<file path="src/rtl/barrel_rotator_pipe.sv">
// barrel_rotator_pipe: two-stage valid/ready pipelined rotator/reverser on a WIDTH-bit word.
//
// Modes (in_mode): 00 rotate left, 01 rotate right, 10 bit-reverse, 11 reverse then rotate left.
// Stage 1 captures the operand, mode and amount on an input transfer. Stage 2 applies the mode
// and registers the result. Fixed 2-cycle latency, one result per cycle when out_ready is held.
//
// Ports:
//   clk, rst_n            rising-edge clock, asynchronous active-low reset
//   in_valid/in_ready     input handshake; in_ready never depends on in_valid
//   in_data, in_mode      operand and operation select
//   in_amt                rotate amount (0..WIDTH-1), ignored for plain reverse
//   out_valid/out_ready   output handshake
//   out_data              registered result
//   out_parity            XOR of out_data, only when ROT_PARITY_EN is defined
//
// Optional feature macro: ROT_PARITY_EN (adds the registered out_parity output).

module barrel_rotator_pipe #(
  parameter int unsigned WIDTH = 8,
  parameter int unsigned AMT_W = $clog2(WIDTH)
) (
  input  logic             clk,
  input  logic             rst_n,
  input  logic             in_valid,
  output logic             in_ready,
  input  logic [WIDTH-1:0] in_data,
  input  logic [1:0]       in_mode,
  input  logic [AMT_W-1:0] in_amt,
  output logic             out_valid,
  input  logic             out_ready,
  output logic [WIDTH-1:0] out_data
`ifdef ROT_PARITY_EN
  ,
  output logic             out_parity
`endif
);

  typedef enum logic [1:0] {
    ModeRotl    = 2'b00,
    ModeRotr    = 2'b01,
    ModeRev     = 2'b10,
    ModeRevRotl = 2'b11
  } mode_e;

  function automatic logic [WIDTH-1:0] rotl(input logic [WIDTH-1:0] d,
                                            input logic [AMT_W-1:0] amt);
    logic [2*WIDTH-1:0] dd;
    dd = {d, d} << amt;
    return dd[2*WIDTH-1:WIDTH];
  endfunction

  function automatic logic [WIDTH-1:0] rotr(input logic [WIDTH-1:0] d,
                                            input logic [AMT_W-1:0] amt);
    logic [2*WIDTH-1:0] dd;
    dd = {d, d} >> amt;
    return dd[WIDTH-1:0];
  endfunction

  function automatic logic [WIDTH-1:0] rev(input logic [WIDTH-1:0] d);
    logic [WIDTH-1:0] r;
    for (int unsigned i = 0; i < WIDTH; i++) begin
      r[i] = d[WIDTH-1-i];
    end
    return r;
  endfunction

  // Stage 1 state
  logic             s1_valid_q;
  logic [WIDTH-1:0] s1_data_q;
  logic [1:0]       s1_mode_q;
  logic [AMT_W-1:0] s1_amt_q;

  // Stage 2 state (drives the outputs directly)
  logic             s2_valid_q;
  logic [WIDTH-1:0] s2_data_q;

  logic             s1_adv;
  logic             s2_adv;
  logic [WIDTH-1:0] result;

  // A stage may load when it is empty or its contents move on this cycle.
  assign s2_adv   = !s2_valid_q || out_ready;
  assign s1_adv   = !s1_valid_q || s2_adv;
  assign in_ready = s1_adv;

  always_comb begin
    result = s1_data_q;
    unique case (mode_e'(s1_mode_q))
      ModeRotl:    result = rotl(s1_data_q, s1_amt_q);
      ModeRotr:    result = rotr(s1_data_q, s1_amt_q);
      ModeRev:     result = rev(s1_data_q);
      ModeRevRotl: result = rotl(rev(s1_data_q), s1_amt_q);
      default:     result = s1_data_q;
    endcase
  end

  always_ff @(posedge clk or negedge rst_n) begin
    if (!rst_n) begin
      s1_valid_q <= 1'b0;
      s1_data_q  <= '0;
      s1_mode_q  <= '0;
      s1_amt_q   <= '0;
    end else if (s1_adv) begin
      s1_valid_q <= in_valid;
      if (in_valid) begin
        s1_data_q <= in_data;
        s1_mode_q <= in_mode;
        s1_amt_q  <= in_amt;
      end
    end
  end

  always_ff @(posedge clk or negedge rst_n) begin
    if (!rst_n) begin
      s2_valid_q <= 1'b0;
      s2_data_q  <= '0;
    end else if (s2_adv) begin
      s2_valid_q <= s1_valid_q;
      if (s1_valid_q) begin
        s2_data_q <= result;
      end
    end
  end

  assign out_valid = s2_valid_q;
  assign out_data  = s2_data_q;

`ifdef ROT_PARITY_EN
  logic parity_q;

  always_ff @(posedge clk or negedge rst_n) begin
    if (!rst_n) begin
      parity_q <= 1'b0;
    end else if (s2_adv && s1_valid_q) begin
      parity_q <= ^result;
    end
  end

  assign out_parity = parity_q;
`endif

endmodule

</file>
<file path="config.mk">
export PLATFORM = sky130hd
export DESIGN_NAME = barrel_rotator_pipe
export DESIGN_NICKNAME = d
export VERILOG_FILES = /design/src/rtl/barrel_rotator_pipe.sv
export SDC_FILE = /design/constraint.sdc
export NUM_CORES = 1
export LEC_CHECK = 0
export ABC_AREA = 0
export BUFFER_PORTS_ARGS = -buffer_cell sky130_fd_sc_hd__buf_4
export CORE_ASPECT_RATIO = 0.9
export CORE_MARGIN = 2
export CORE_UTILIZATION = 60
export CTS_CLUSTER_SIZE = 14
export DETAILED_ROUTE_END_ITERATION = 12
export GPL_ROUTABILITY_DRIVEN = 0
export PLACE_DENSITY = 0.86
export SETUP_SLACK_MARGIN = 0.4
export SLEW_MARGIN = 20
export SYNTH_ARGS = -nofsm -noshare
export SYNTH_HDL_FRONTEND = slang
export SYNTH_SLANG_ARGS = --single-unit
</file>
<file path="constraint.sdc">
create_clock -name clk -period 5.6 [get_ports clk]
set_input_delay 1.12 -clock clk [delete_from_list [all_inputs] [get_ports clk]]
set_output_delay 1.12 -clock clk [all_outputs]
set_load 0.01 [all_outputs]
</file>
# After elaboration in Yosys (flattened, before gate mapping)
# Index checks and enable logic that the tools add are counted.
[word_totals]
ff_bits = 23
inputBits = 17
output_inout_bits = 10
elab_cells = 20
[classes]
eq_ne = 3
shift = 3
muxes = 1
n_reduce_logical = 7
[ops]
columns = ["cell", "n"]
rows = [
  ["8-bit case mux with 4 select lines", 1],
  ["16-bit by 3-bit left shift with 16-bit output", 2],
  ["16-bit by 3-bit right shift with 8-bit output", 1],
  ["2-bit equality test, second input constant", 2],
  ["2-bit AND reduction", 2],
  ["2-bit by 1-bit equality test with 1-bit output, second input constant", 1],
  ["1-bit logical NOT", 2],
  ["2-bit logical NOT", 1],
  ["1-bit logical OR", 2],
]

# Logic depth before layout (Yosys ltp)
# Gate-level depths: netlist of the first run.
[logic_depth]
word_depth = 4
mapped_depth = 7
mapped_depth_nobuf = 6

# Least setup slack after synthesis of the first run
# No wires, ideal clock.
[synth_path]
kind = "input to output"
from = "input port out_ready"
to = "output port in_ready"
arrival_ns = 1.334
required_ns = 4.480
slack_ns = 3.146
stages = 1
n_path_buf = 0
cell_sequence = "nand3b_1"
[synth_between]
elab_chain_cells = 2
[synth_lines]
columns = ["item", "line", "rtl"]
rows = [
  ["start: declaration", "30", "input logic out_ready,"],
  ["1-bit logical OR", "82", "assign s2_adv = !s2_valid_q || out_ready;"],
  ["1-bit logical OR", "83", "assign s1_adv = !s1_valid_q || s2_adv;"],
  ["end: declaration", "25", "output logic in_ready,"],
]
# Every way passes these cells.

# Worst setup path in the final report of the first run
# Ends and elaborated chain as after synthesis.

==> results of run 1 <==
[worst paths after layout]
check                      slack, ns          end   startpoint
max                             2.90     in_ready    out_ready
min                             0.53    out_valid   s1_valid_q
max reg2reg                     3.21  out_data[7]  s1_amt_q[0]
min reg2reg                     0.53    out_valid   s1_valid_q
max in group asynchronous       4.71  s1_amt_q[1]        rst_n
min in group asynchronous       0.67  out_data[5]        rst_n
[power breakdown]
group | switching, mW | internal [mW]
sequential | 0.0662 | 0.204
clock | 0.0476 | 0.0279
combinational | 0.132 | 0.162
[layer usage]
metal / part of all wire (%) / track usage (%) / routed length, µm / vias to the layer above
met5: 0 / 0 / 0 / -
met4: 1.7 / 6.03 / 70 / 0
met3: 6.9 / 4.61 / 280 / 12
met2: 50 / 43.8 / 2040 / 72
met1: 41 / 32.4 / 1660 / 752
li1: - / - / - / 688
[flip-flops by register name, summed over array words and instances, names as in the netlist]
signal / count
s1_valid_q: 1
s1_mode_q: 2
s1_data_q: 8
out_data: 8
s1_amt_q: 3
out_valid: 1
[placed cells by master (no fill, tap or decap)]
master     n
a21oi_1    8
a221o_1    4
a31oi_1    1
a32oi_1    2
and2_1     3
and3_1     3
buf_4     26
clkbuf_1   1
clkbuf_4   3
clkinv_1   1
dfrtp_1   23
ha_1       4
inv_1      2
mux2_2    19
mux2i_1   10
mux4_1     2
mux4_2    10
nand2_1   12
nand2_2    1
nand2b_1   7
nand3_1    6
nand3b_1   2
nand4_1    2
nor2_1     6
nor2b_1    1
nor3b_1    1
o211ai_1   2
o21ai_0    9
o21bai_1   2
o221ai_1   6
o22ai_1    6
or2b_1     1
[cells by family after synthesis]
group,after synthesis
AOI/OAI and AO/OA,40
adders and majority gates,4
buffers and inverters,18
DFF,23
muxes,41
and+or+nand+nor,45
[layout make-up]
class                   count  area (µm²)  area share, %
multi-input cells         130        1140           57.1
flip-flops and latches     23         576           28.7
repair buffers             26         195           9.73
well taps                  42        52.6           2.62
clock buffers               4        26.3           1.31
inverters                   3        11.3          0.561
[metrics by stage]
step	util (%)	worst slack (ns)	cells	power, mW	hold slack, ns
detailed placement	66.1	2.90	224	0.564	0.492
global placement	66.1	2.91	224	0.545	0.490
finish	67.0	2.90	228	0.640	0.525
CTS	67.0	2.89	228	0.641	0.521
global route	67.0	2.86	228	0.687	0.551
floorplan	-	3.15	171	0.479	0.471
[worst max-delay path, delay by kind of cell]
| kind | cells | cell delay [ns] |
|---|---|---|
| buffers and inverters | 2 | 0.28 |
| AND/OR/NAND/NOR | 1 | 0.19 |
==> metrics, run 1 <==
outcome finished clean; most numerous cell in the Yosys netlist dfrtp_1; asr flop ratio synth 100%; Clock Sink Count 23; Worst-path clk slew 0.12 ns; measured slew at the worst slew-check pin 0.973 ns; First-pass DRT Iterations 4; simple-gate portion of the synthesized area 12.6%; adder and majority cell fraction of the synthesized area 2.69%; type of the tightest min-delay check reg -> reg; layout cell share with drive strength beyond 1 31.7%; Syn Nets 192; # hold bufs at CTS 0; 1st-iter DRT viols 157; XOR/XNOR Fraction of Synth Area 0%; Fmax 370 MHz; number of synthesized flops with an enable pin 0; CTS max path bufs 2; Post-synth top cells dfrtp_1 (23), mux2_2 (19), nand2_1 (12); Crit. End Element primary output; Vias 1524; first-pass GRT wire length 7080 µm; hold depth 1; Post-Syn Area per Cell 10.9 µm²; antenna cells 0; WL per Instance 17.8 µm; pwr dens 319 nW/µm²; Post-Syn Area 1860 µm²; post-CTS setup-driven buffer insertion count 0; row cnt 19; grt total ovfl 0; worst vdd ir 0.000191 V; Final nets 208; Syn Inst Count 171; number of global-route vias before repair 1465; Yosys top cell area share 31.0%; final setup TNS 0 ns; Die Ht 56.8 µm; final setup fails 0; crit-path cells buf_4 -> nand3b_1 -> buf_4; Avg Vias per Cell 6.68; WS Path Type in -> out; H-tree Lvls 1; CTS Buf Count 3; core region area 3000 µm²; # DRC 0; Fin. Hold Viols 0; Compound-Gate Fraction of Synth Area 14.5%; multiplexer share of the synthesized area 31.9%; number of instances resized during post-cts repair 0; Post-DP HPWL 3080 µm; sequential area share after synthesis 31.0%; Critical Path Start Type input pin; CP most frequent cell buf_4; largest cells by area after synthesis dfrtp_1 (31%), mux4_2 (12%), mux2_2 (12%); leading area contributor after synthesis dfrtp_1; CP Data Required Time 4.48 ns; Slowest-stage cell, CP nand3b_1; crit-path max cell delay 0.19 ns; largest net degree at the start of global routing 32; largest family of logic cells by synthesized area multiplexers; die width 62.7 µm; worst-path fanout max 3; area of the die 3560 µm²; Synth Warn # 0; Finished Cell Area 2010 µm²; Yosys reg bits 23; Post-DP Area 1980 µm²; fillers 251; Slew HR 35.1%; max-slew violation count 0; starting density of the core 62.0%; reg2reg path depth 4; I/O pins 27; min Tclk post-route 2.70 ns; unrepaired setup endpoints after global routing false; CTS Root Cell clkbuf_4; GRT Overall Usage 25.0%; Leakage 0.842 nW; Netlist cell types 34; Total Wirelength 4050 µm; initial antenna violation count 0; final worst path period share 48.2%; Syn-to-layout area delta 7.95%; Detail Route Antenna Nets 0; Final Skew 0.00787 ns; critical path arrival 1.58 ns; CTS tree done; clk_lat worst skew 0.31 ns; Port Buffers 26; ys flop type dfrtp_1; max cap viols 0
Note: power is estimated with default switching activity, not from simulation.
==> run 2: changes to the inputs <==
--- a/config.mk
+++ b/config.mk
@@ -9,11 +9,11 @@
 export BUFFER_PORTS_ARGS = -buffer_cell sky130_fd_sc_hd__buf_4
 export CORE_ASPECT_RATIO = 0.9
 export CORE_MARGIN = 2
-export CORE_UTILIZATION = 60
+export CORE_UTILIZATION = 57
 export CTS_CLUSTER_SIZE = 14
 export DETAILED_ROUTE_END_ITERATION = 12
 export GPL_ROUTABILITY_DRIVEN = 0
-export PLACE_DENSITY = 0.86
+export PLACE_DENSITY = 0.83
 export SETUP_SLACK_MARGIN = 0.4
 export SLEW_MARGIN = 20
 export SYNTH_ARGS = -nofsm -noshare
==> constraint.sdc (replaced) <==
create_clock -name clk -period 2.5 [get_ports clk]
set_input_delay 0.5 -clock clk [delete_from_list [all_inputs] [get_ports clk]]
set_output_delay 0.5 -clock clk [all_outputs]
set_load 0.01 [all_outputs]
==> metrics, run 2 (same netlist as run 1, synthesis figures left out) <==
reg2reg path depth 5 (+1); flop2flop setup slack 0.48 ns (-2.73 ns); post-CTS setup-driven buffer insertion count 0 (unchanged); final worst path period share 80.8%; RR Startpoint s1_amt_q[2]; Clock Sink Count 23 (unchanged); commonest non-fill, non-tap cell in the layout buf_4; layout cell share with drive strength beyond 1 35.3% (+3.6 points); CTS max path bufs 2 (unchanged); Int Pwr 896 µW (+130%); Fin. Hold Viols 0 (unchanged); GRT Overall Usage 23.4% (-1.7 points); Fmax 495 MHz; type of the tightest min-delay check in -> async; Syn-to-layout area delta 10.1%; area of the die 3730 µm² (+4.9%); die width 64.2 µm (+2.4%); largest net degree at the start of global routing 28 (-13%); fillers 246 (-2.0%); number of global-route vias before repair 1428 (-2.5%); Leakage 0.842 nW (about the same); final setup fails 0 (unchanged); Port Buffers 26 (unchanged); combinational share of power 46.6% (+0.7 points); Die Ht 58.2 µm (+2.4%); unrepaired setup endpoints after global routing false; Critical Path Start s1_amt_q[2]; Total Wirelength 4150 µm (+2.4%); measured slew at the worst slew-check pin 0.617 ns (-0.356 ns); switching part of the total 38.6% (+0.28 points); Crit. End Element flop; worst-path fanout max 15 (+12); WL per Instance 18.1 µm (+1.9%); outcome finished clean; initial antenna violation count 0 (unchanged); clk_lat worst skew 0.33 ns (+0.02 ns); antenna cells 0 (unchanged); CP Data Required Time 2.71 ns (-1.77 ns); H-tree Lvls 1 (unchanged); row cnt 19 (unchanged); Finished Cell Area 2050 µm² (+2.0%); Final nets 209 (+0.48%); Slew HR 58.9% (+24 points); starting density of the core 60.1% (-1.9 points); Critical Path End out_data[4]; Detail Route Antenna Nets 0 (unchanged); pwr dens 714 nW/µm² (+120%); min Tclk post-route 2.02 ns; Post-DP Area 1990 µm² (+0.38%); first-pass GRT wire length 6700 µm (-5.4%); final setup TNS 0 ns (unchanged); CTS Root Cell clkbuf_4; core region area 3090 µm² (+3.2%); Vias 1529 (+0.33%); # DRC 0 (unchanged); worst vdd ir 0.000419 V (+120%); Pwr Total 1.46 mW (+130%); I/O pins 27 (unchanged); Critical Path Start Type flop; Worst-path clk slew 0.13 ns (about the same); max cap viols 0 (unchanged); Clock power frac 12.6% (+0.8 points); critical path arrival 2.23 ns (+0.65 ns); CTS tree done; WS Path Type reg -> reg; reg2reg end out_data[4]; most frequent cells in the layout buf_4 (27), dfrtp_1 (20), mux2_2 (19); Final Skew 0.00177 ns (-0.00610 ns); 1st-iter DRT viols 90 (-43%); CTS Buf Count 3 (unchanged); grt total ovfl 0 (unchanged); Post-DP HPWL 2950 µm (-4.2%); max-slew violation count 0 (unchanged); net switching power 564 µW (+130%); First-pass DRT Iterations 4 (unchanged); share of power burned in registers 40.8% (-1.5 points); Avg Vias per Cell 6.68 (-0.11%)
-- run 2: changes by cell type in the layout (fill, tap and decap cells not counted) --
cell,change
dfrtp_1,-3
dfrtp_2,+3
ha_1,-2
ha_4,+2
buf_4,+1
mux2i_1,-1
mux2i_2,+1
-- run 2: per-stage QoR --
stage	worst slack [ns]	instances	hold WS, ns	util (%)
3_3_place_gp	0.427	225	0.404	64.3
4_1_cts	0.405	229	0.0412	65.3
2_1_floorplan	0.708	171	0.204	-
3_5_place_dp	0.305	225	0.411	64.3
5_1_grt	0.404	229	0.0475	66.2
6_report	0.479	229	0.0350	66.2
-- run 2: worst min path at each step --
stage	end	from
detailed placement	out_data[7]	rst_n
floorplan	out_data[0]	rst_n
CTS	out_data[7]	rst_n
finish	out_data[7]	rst_n
global route	out_valid	rst_n
global placement	out_data[7]	rst_n
-- run 2: routing by layer --
metal / part of all wire [%] / global-route usage (%) / vias up
met5: 0 / 0 / -
met4: 3.3 / 12.8 / 0
met3: 6.6 / 2.91 / 16
met2: 49 / 39.0 / 80
met1: 41 / 30.0 / 737
li1: - / - / 696
-- run 2: repair_timing --
item | CTS | global route
pin swaps | 0 | 0
hold buffers | 0 | 0
endpoints found under the setup margin | 2 | 6
cloned | 0 | 0
gates resized for setup | 2 | 6
-- run 2: worst max-delay path: stages, from the launching register on --
cell	delay, ns
dfrtp_1	0.76
mux4_2	0.58
nand2_1	0.08
o21ai_0	0.08
a32oi_1	0.24
o221ai_1	0.15
-- run 2: power by group through the flow --
stage / Sequential (mW) / Combinational (mW) / Clock, mW
after global placement: 0.583 / 0.640 / 0
after detailed placement: 0.594 / 0.658 / 0
after CTS: 0.586 / 0.662 / 0.187
after floorplan: 0.552 / 0.521 / 0
final: 0.596 / 0.681 / 0.184
after global routing: 0.607 / 0.738 / 0.202
-- run 2: layout make-up --
| type | instances | area, µm² | area share, % |
|---|---|---|---|
| well taps | 42 | 52.6 | 2.57 |
| inverters | 3 | 11.3 | 0.550 |
| clock buffers | 4 | 26.3 | 1.28 |
| flip-flops and latches | 23 | 579 | 28.3 |
| repair buffers | 27 | 203 | 9.91 |
| multi-input cells | 130 | 1170 | 57.4 |
